[src/rtl/scan_decoder_pkg.sv]
// Shared types and helpers for the scan decoder.
package scan_decoder_pkg;

   // Widest decoded output supported by the helpers below (SEL_W <= 8).
   localparam int unsigned MAX_N = 256;

   typedef enum logic [1:0] {
      ST_IDLE   = 2'd0,
      ST_DIRECT = 2'd1,
      ST_SCAN   = 2'd2
   } state_t;

   localparam logic MODE_DIRECT = 1'b0;
   localparam logic MODE_SCAN   = 1'b1;

   // Idle output pattern for an n-bit output: all zeros, or all ones when active-low.
   function automatic logic [MAX_N-1:0] inactive_pattern(int unsigned n, bit active_low);
      logic [MAX_N-1:0] ones;
      ones = {MAX_N{1'b1}};
      return active_low ? (ones >> (MAX_N - n)) : '0;
   endfunction

endpackage

[src/rtl/onehot_dec.sv]
// Combinational SEL_W -> 2**SEL_W one-hot decoder with selectable polarity.
module onehot_dec #(
   parameter int unsigned SEL_W      = 3,
   parameter bit          ACTIVE_LOW = 1'b0
) (
   input  logic [SEL_W-1:0]      sel,
   output logic [(2**SEL_W)-1:0] dec
);

   // One hot bit at the selected position, inverted for active-low drivers.
   always_comb begin
      dec      = '0;
      dec[sel] = 1'b1;
      if (ACTIVE_LOW) begin
         dec = ~dec;
      end
   end

endmodule

[src/rtl/scan_decoder.sv]
// Registered binary-to-one-hot decoder with direct and auto-scan modes.
// Optional macro SCAN_DECODER_DEADTIME_EN: blank dec_out for one cycle whenever the
// scanned index changes, to suppress display ghosting.
module scan_decoder
   import scan_decoder_pkg::*;
#(
   parameter int unsigned SEL_W      = 3,
   parameter int unsigned DIV_W      = 16,
   parameter bit          ACTIVE_LOW = 1'b0
) (
   input  logic                  clk,
   input  logic                  rst,
   input  logic                  en,
   input  logic                  mode,
   input  logic [SEL_W-1:0]      sel_in,
   input  logic                  sel_load,
   input  logic [DIV_W-1:0]      div,
   input  logic [SEL_W-1:0]      last_idx,
   output logic [(2**SEL_W)-1:0] dec_out,
   output logic [SEL_W-1:0]      cur_idx,
   output logic                  scan_wrap
);

   localparam int unsigned N = 2**SEL_W;
   localparam logic [N-1:0] INACTIVE = N'(inactive_pattern(N, ACTIVE_LOW));

   state_t           state_q, state_d;
   logic [SEL_W-1:0] idx_q, idx_d;
   logic [DIV_W-1:0] presc_q, presc_d;
   logic             wrap_q, wrap_d;
   logic [N-1:0]     dec_q, dec_d;
   logic [N-1:0]     dec_next;

   // Next state depends only on the current en/mode inputs.
   always_comb begin
      state_d = ST_IDLE;
      if (en) begin
         state_d = (mode == MODE_SCAN) ? ST_SCAN : ST_DIRECT;
      end
   end

   // Index and prescaler update; load beats tick, entering SCAN restarts the prescaler.
   always_comb begin
      idx_d   = idx_q;
      presc_d = presc_q;
      wrap_d  = 1'b0;
      case (state_d)
         ST_DIRECT: begin
            idx_d   = sel_in;
            presc_d = '0;
         end
         ST_SCAN: begin
            if (sel_load) begin
               idx_d   = sel_in;
               presc_d = '0;
            end else if (state_q != ST_SCAN) begin
               presc_d = '0;
            end else if (presc_q == div) begin
               presc_d = '0;
               if (idx_q < last_idx) begin
                  idx_d = idx_q + 1'b1;
               end else begin
                  idx_d  = '0;
                  wrap_d = 1'b1;
               end
            end else begin
               presc_d = presc_q + 1'b1;
            end
         end
         default: ;
      endcase
   end

   onehot_dec #(
      .SEL_W      (SEL_W),
      .ACTIVE_LOW (ACTIVE_LOW)
   ) u_dec (
      .sel (idx_d),
      .dec (dec_next)
   );

`ifdef SCAN_DECODER_DEADTIME_EN
   logic blank_q, blank_d;

   // Blank on an index change unless the previous cycle was already blank, so a
   // new index is always shown for at least one cycle.
   always_comb begin
      blank_d = (state_d == ST_SCAN) && (idx_d != idx_q) && !blank_q;
      dec_d   = ((state_d == ST_IDLE) || blank_d) ? INACTIVE : dec_next;
   end

   // Dead-time history register.
   always_ff @(posedge clk) begin
      if (rst) begin
         blank_q <= 1'b0;
      end else begin
         blank_q <= blank_d;
      end
   end
`else
   // Output pattern follows the updated index directly.
   always_comb begin
      dec_d = (state_d == ST_IDLE) ? INACTIVE : dec_next;
   end
`endif

   // State, counters and registered outputs.
   always_ff @(posedge clk) begin
      if (rst) begin
         state_q <= ST_IDLE;
         idx_q   <= '0;
         presc_q <= '0;
         wrap_q  <= 1'b0;
         dec_q   <= INACTIVE;
      end else begin
         state_q <= state_d;
         idx_q   <= idx_d;
         presc_q <= presc_d;
         wrap_q  <= wrap_d;
         dec_q   <= dec_d;
      end
   end

   assign dec_out   = dec_q;
   assign cur_idx   = idx_q;
   assign scan_wrap = wrap_q;

endmodule

[config.mk]
export PLATFORM = sky130hd
export DESIGN_NAME = scan_decoder
export DESIGN_NICKNAME = d
export VERILOG_FILES = /design/src/rtl/scan_decoder_pkg.sv /design/src/rtl/onehot_dec.sv /design/src/rtl/scan_decoder.sv
export SDC_FILE = /design/constraint.sdc
export NUM_CORES = 1
export LEC_CHECK = 0
export ABC_AREA = 1
export CORE_ASPECT_RATIO = 0.5
export CORE_UTILIZATION = 46
export DETAILED_ROUTE_END_ITERATION = 10
export GPL_TIMING_DRIVEN = 0
export PLACE_DENSITY = 0.77
export SLEW_MARGIN = 20
export SYNTH_ARGS = -nofsm -noshare
export SYNTH_HDL_FRONTEND = slang
export SYNTH_SLANG_ARGS = --single-unit
[constraint.sdc]
create_clock -name clk -period 1.7 [get_ports clk]
set_clock_uncertainty 0.1 [all_clocks]
set_input_delay 0.34 -clock clk [delete_from_list [all_inputs] [get_ports clk]]
set_output_delay 0.34 -clock clk [all_outputs]
set_load 0.01 [all_outputs]
==> out/qor.yml <==
vias: 2074
area_delta_synth_final_pct: 49.86
ys.flop_type: "dfxtp_1"
violations: "setup timing"
diodes: 0
portBuffers: 37
timing.final.crit_period_ns: 1.867
grt_usage_pct: 23.62
start_util_pct: 50.26
rows: 15
cp.arrival_ns: 1.99
ant_nets: 0
synth_seq_cells: 30
leakagePower_nw: 1.202
post_drt_wl_per_cell_um: 12.95
setup_violations: 19
tritoncts: "yes"
rsz0062_at_grt: "true"
fin_total_pwr_mw: 1.902
routabilityCongestion: 0.8673
cts_buffers: 5
hold_buffers: 0
clk_path_buf_depth: 2
yosysWarnings: 0
fin_crit_sh_pct: 109.8
hold_viol: 0
clk_latency_ns: 0.30
yosysTopAreaCell: "dfxtp_1"
cellInternalPower_mw: 1.443
start_kind: "flop"
pwr-share-seq_pct: 37.8
crit_type: "flop to flop"
nets: 376
ys_types: 29
cts_htree_levels: 2
hold_class: "input port to flop"
endpoint_kind: "flop"
critPathMaxFanout: 5
required_ns: 1.82
yosysSeqAreaShare_pct: 33.33
drv_cap: 0
timing.final.ws_setup_ns: -0.1668
nFillCells: 270
synth_most_common_cell: "nand2_1"
ff_latch_area_um2: 636.9
synth_edf_count: 0
grt-ovfl-total: 0
place_area_um2: 2236
vias_per_cell: 5.224
floorplan.die.width_um: 90.51
antenna_found_initial: 0
synth_top_area_share_pct: 33.33
synthArstFlopShare_pct: 0
irDropWorstVdd_mv: 0.3775
design_area_um2: 2700
first_iter_violations: 96
grt_pass1_vias: 1703
die_area_um2: 4186
synth_nets: 317
multi_input_area_um2: 1174
synth.top_cells.by_area: "dfxtp_1 (33%), nand2_1 (16%), nor2_1 (8.8%), inv_1 (7.5%), a21oi_1 (5.0%)"
syn_area_per_cell_um2: 6.300
p_per_area_nw_per_um2: 704.4
die_h_um: 46.26
power.switching_uw: 458.8
synthTopCellsByCount: "nand2_1 (77), nor2_1 (42), inv_1 (36)"
ios: 39
slew_viol_final: 0
status: "finished with violations"
drc: 0
drt_wl_total_um: 5140
clkPwrFrac_pct: 48.7
syn-instance-count: 286
grt_max_degree: 11
synth_area_um2: 1802
hpwl_um: 3204
drt_first_pass_iters: 4
fmax_ghz: 0.5357
comb_power_share_pct: 13.4
root_buffer: "clkbuf_8"
tightest_slew_ns: 0.5450
clkTransAtPathRegs_ns: 0.07
relSlewSlack_pct: 63.28
grt_pass1_wl_um: 7500
drive_above_1_share_pct: 31.79
switching_share_pct: 24.12
cts_sinks: 30
design.core.area_um2: 3585
## worst max-delay path: stages (launching register included)
cell and delay [ns]:
dfxtp_4 0.37, nor2_1 0.12, nor2_1 0.06, nor2_1 0.10
nand2_1 0.11, nor2_4 0.17, buf_6 0.13, nand4_1 0.14
nand3_4 0.15, nand2_2 0.06, nand2_2 0.10, nand2_2 0.06
nor2_1 0.12
## sequential cells by signal, summed over array words and instances, names as in the netlist
name / flops
cur_idx: 3
scan_wrap: 1
state_q: 2
presc_q: 16
dec_out: 8
## timing repair
item	in CTS	in global routing
endpoints found under the hold margin	0	0
setup buffers	7	8
pin swaps	37	27
resized for setup	51	50
endpoints found under the setup margin	29	28
## worst paths after layout
kind	from	to	slack, ns	cells after the start
setup / recovery	presc_q[1]$_SDFFE_PP0N_	dec_out[6]$_SDFF_PP0_	-0.17	12
hold reg to reg	presc_q[9]$_SDFFE_PP0N_	presc_q[9]$_SDFFE_PP0N_	0.40	2
setup reg to reg	presc_q[1]$_SDFFE_PP0N_	dec_out[6]$_SDFF_PP0_	-0.17	12
hold / removal	mode	state_q[0]$_SDFF_PP0_	0.24	2
## cells in the final DEF (no fill, tap or decap), types with 2 or more instances in the layout
cell / synthesis / final
nand2_1: 77 / 60
nor2_1: 42 / 33
inv_1: 36 / 31
nand2_2: 7 / 22
dlygate4sd2_1: 0 / 18
a21oi_1: 18 / 17
inv_2: 12 / 15
clkdlybuf4s50_1: 0 / 15
dfxtp_2: 0 / 14
nand3_1: 14 / 13
buf_4: 0 / 12
dfxtp_1: 30 / 11
nor2_2: 2 / 9
o21ai_0: 9 / 7
clkbuf_8: 0 / 6
dfxtp_4: 0 / 5
xor2_1: 4 / 4
nor2_4: 2 / 4
dlymetal6s2s_1: 0 / 4
clkbuf_1: 4 / 3
nand3_2: 3 / 3
nand4_1: 3 / 3
o22ai_1: 3 / 3
buf_6: 0 / 3
inv_4: 0 / 2
nand2_4: 0 / 2
nand3_4: 1 / 2
a21oi_4: 0 / 2
o21ai_1: 0 / 2
a22oi_1: 2 / 2
ha_1: 4 / 2
ha_4: 0 / 2
bufinv_16: 0 / 2
## area by class of cell
| type | instances | area share [%] |
|---|---|---|
| Multi-Input combinational cell | 204 | 43.47 |
| Sequential cell | 30 | 23.59 |
| Timing Repair Buffer | 52 | 17.84 |
| Inverter | 48 | 6.858 |
| Clock buffer | 6 | 3.058 |
| Tap cell | 51 | 2.363 |
| Clock inverter | 2 | 2.224 |
| Buffer | 4 | 0.6024 |
## metrics by stage
step	hold slack [ns]	utilization, %	setup slack [ns]	TNS [ns]	cells
after floorplan	0.3124	-	0.006596	0	286
after global placement	0.3855	62.37	-0.5303	-11.43	374
after detailed placement	0.3971	62.37	-0.5536	-12.29	374
after CTS	0.3885	69.56	-0.03973	-0.2064	389
after global routing	0.2691	75.32	-0.2743	-4.040	397
final	0.2406	75.32	-0.1668	-1.289	397
## logic make-up (layout without fill, tap and decap cells)
group | count (synthesis) | count (layout) | synth area share [%]
AO/OA/AOI/OAI | 38 | 38 | 11.95
XOR/XNOR | 5 | 5 | 2.430
AND/OR/NAND/NOR | 157 | 157 | 38.68
buffers and inverters | 52 | 112 | 10.83
adder cells (fa/ha/maj) | 4 | 4 | 2.778
flip-flops | 30 | 30 | 33.33
## power groups by stage
stage               Clock (mW)  Sequential (mW)  Combinational [mW]
finish                   0.927            0.720               0.255
global route             0.958            0.721               0.280
CTS                      0.908            0.727               0.229
detailed placement           0            0.741               0.231
global placement             0            0.740               0.224
floorplan                    0            0.743               0.117
## per-layer routing
metal	GRT usage, %	part of all wire [%]
met1	27.60	42
met2	44.09	48
met3	5.281	6.8
met4	9.355	2.7
met5	0	0
(Power assumes the default switching activity.)
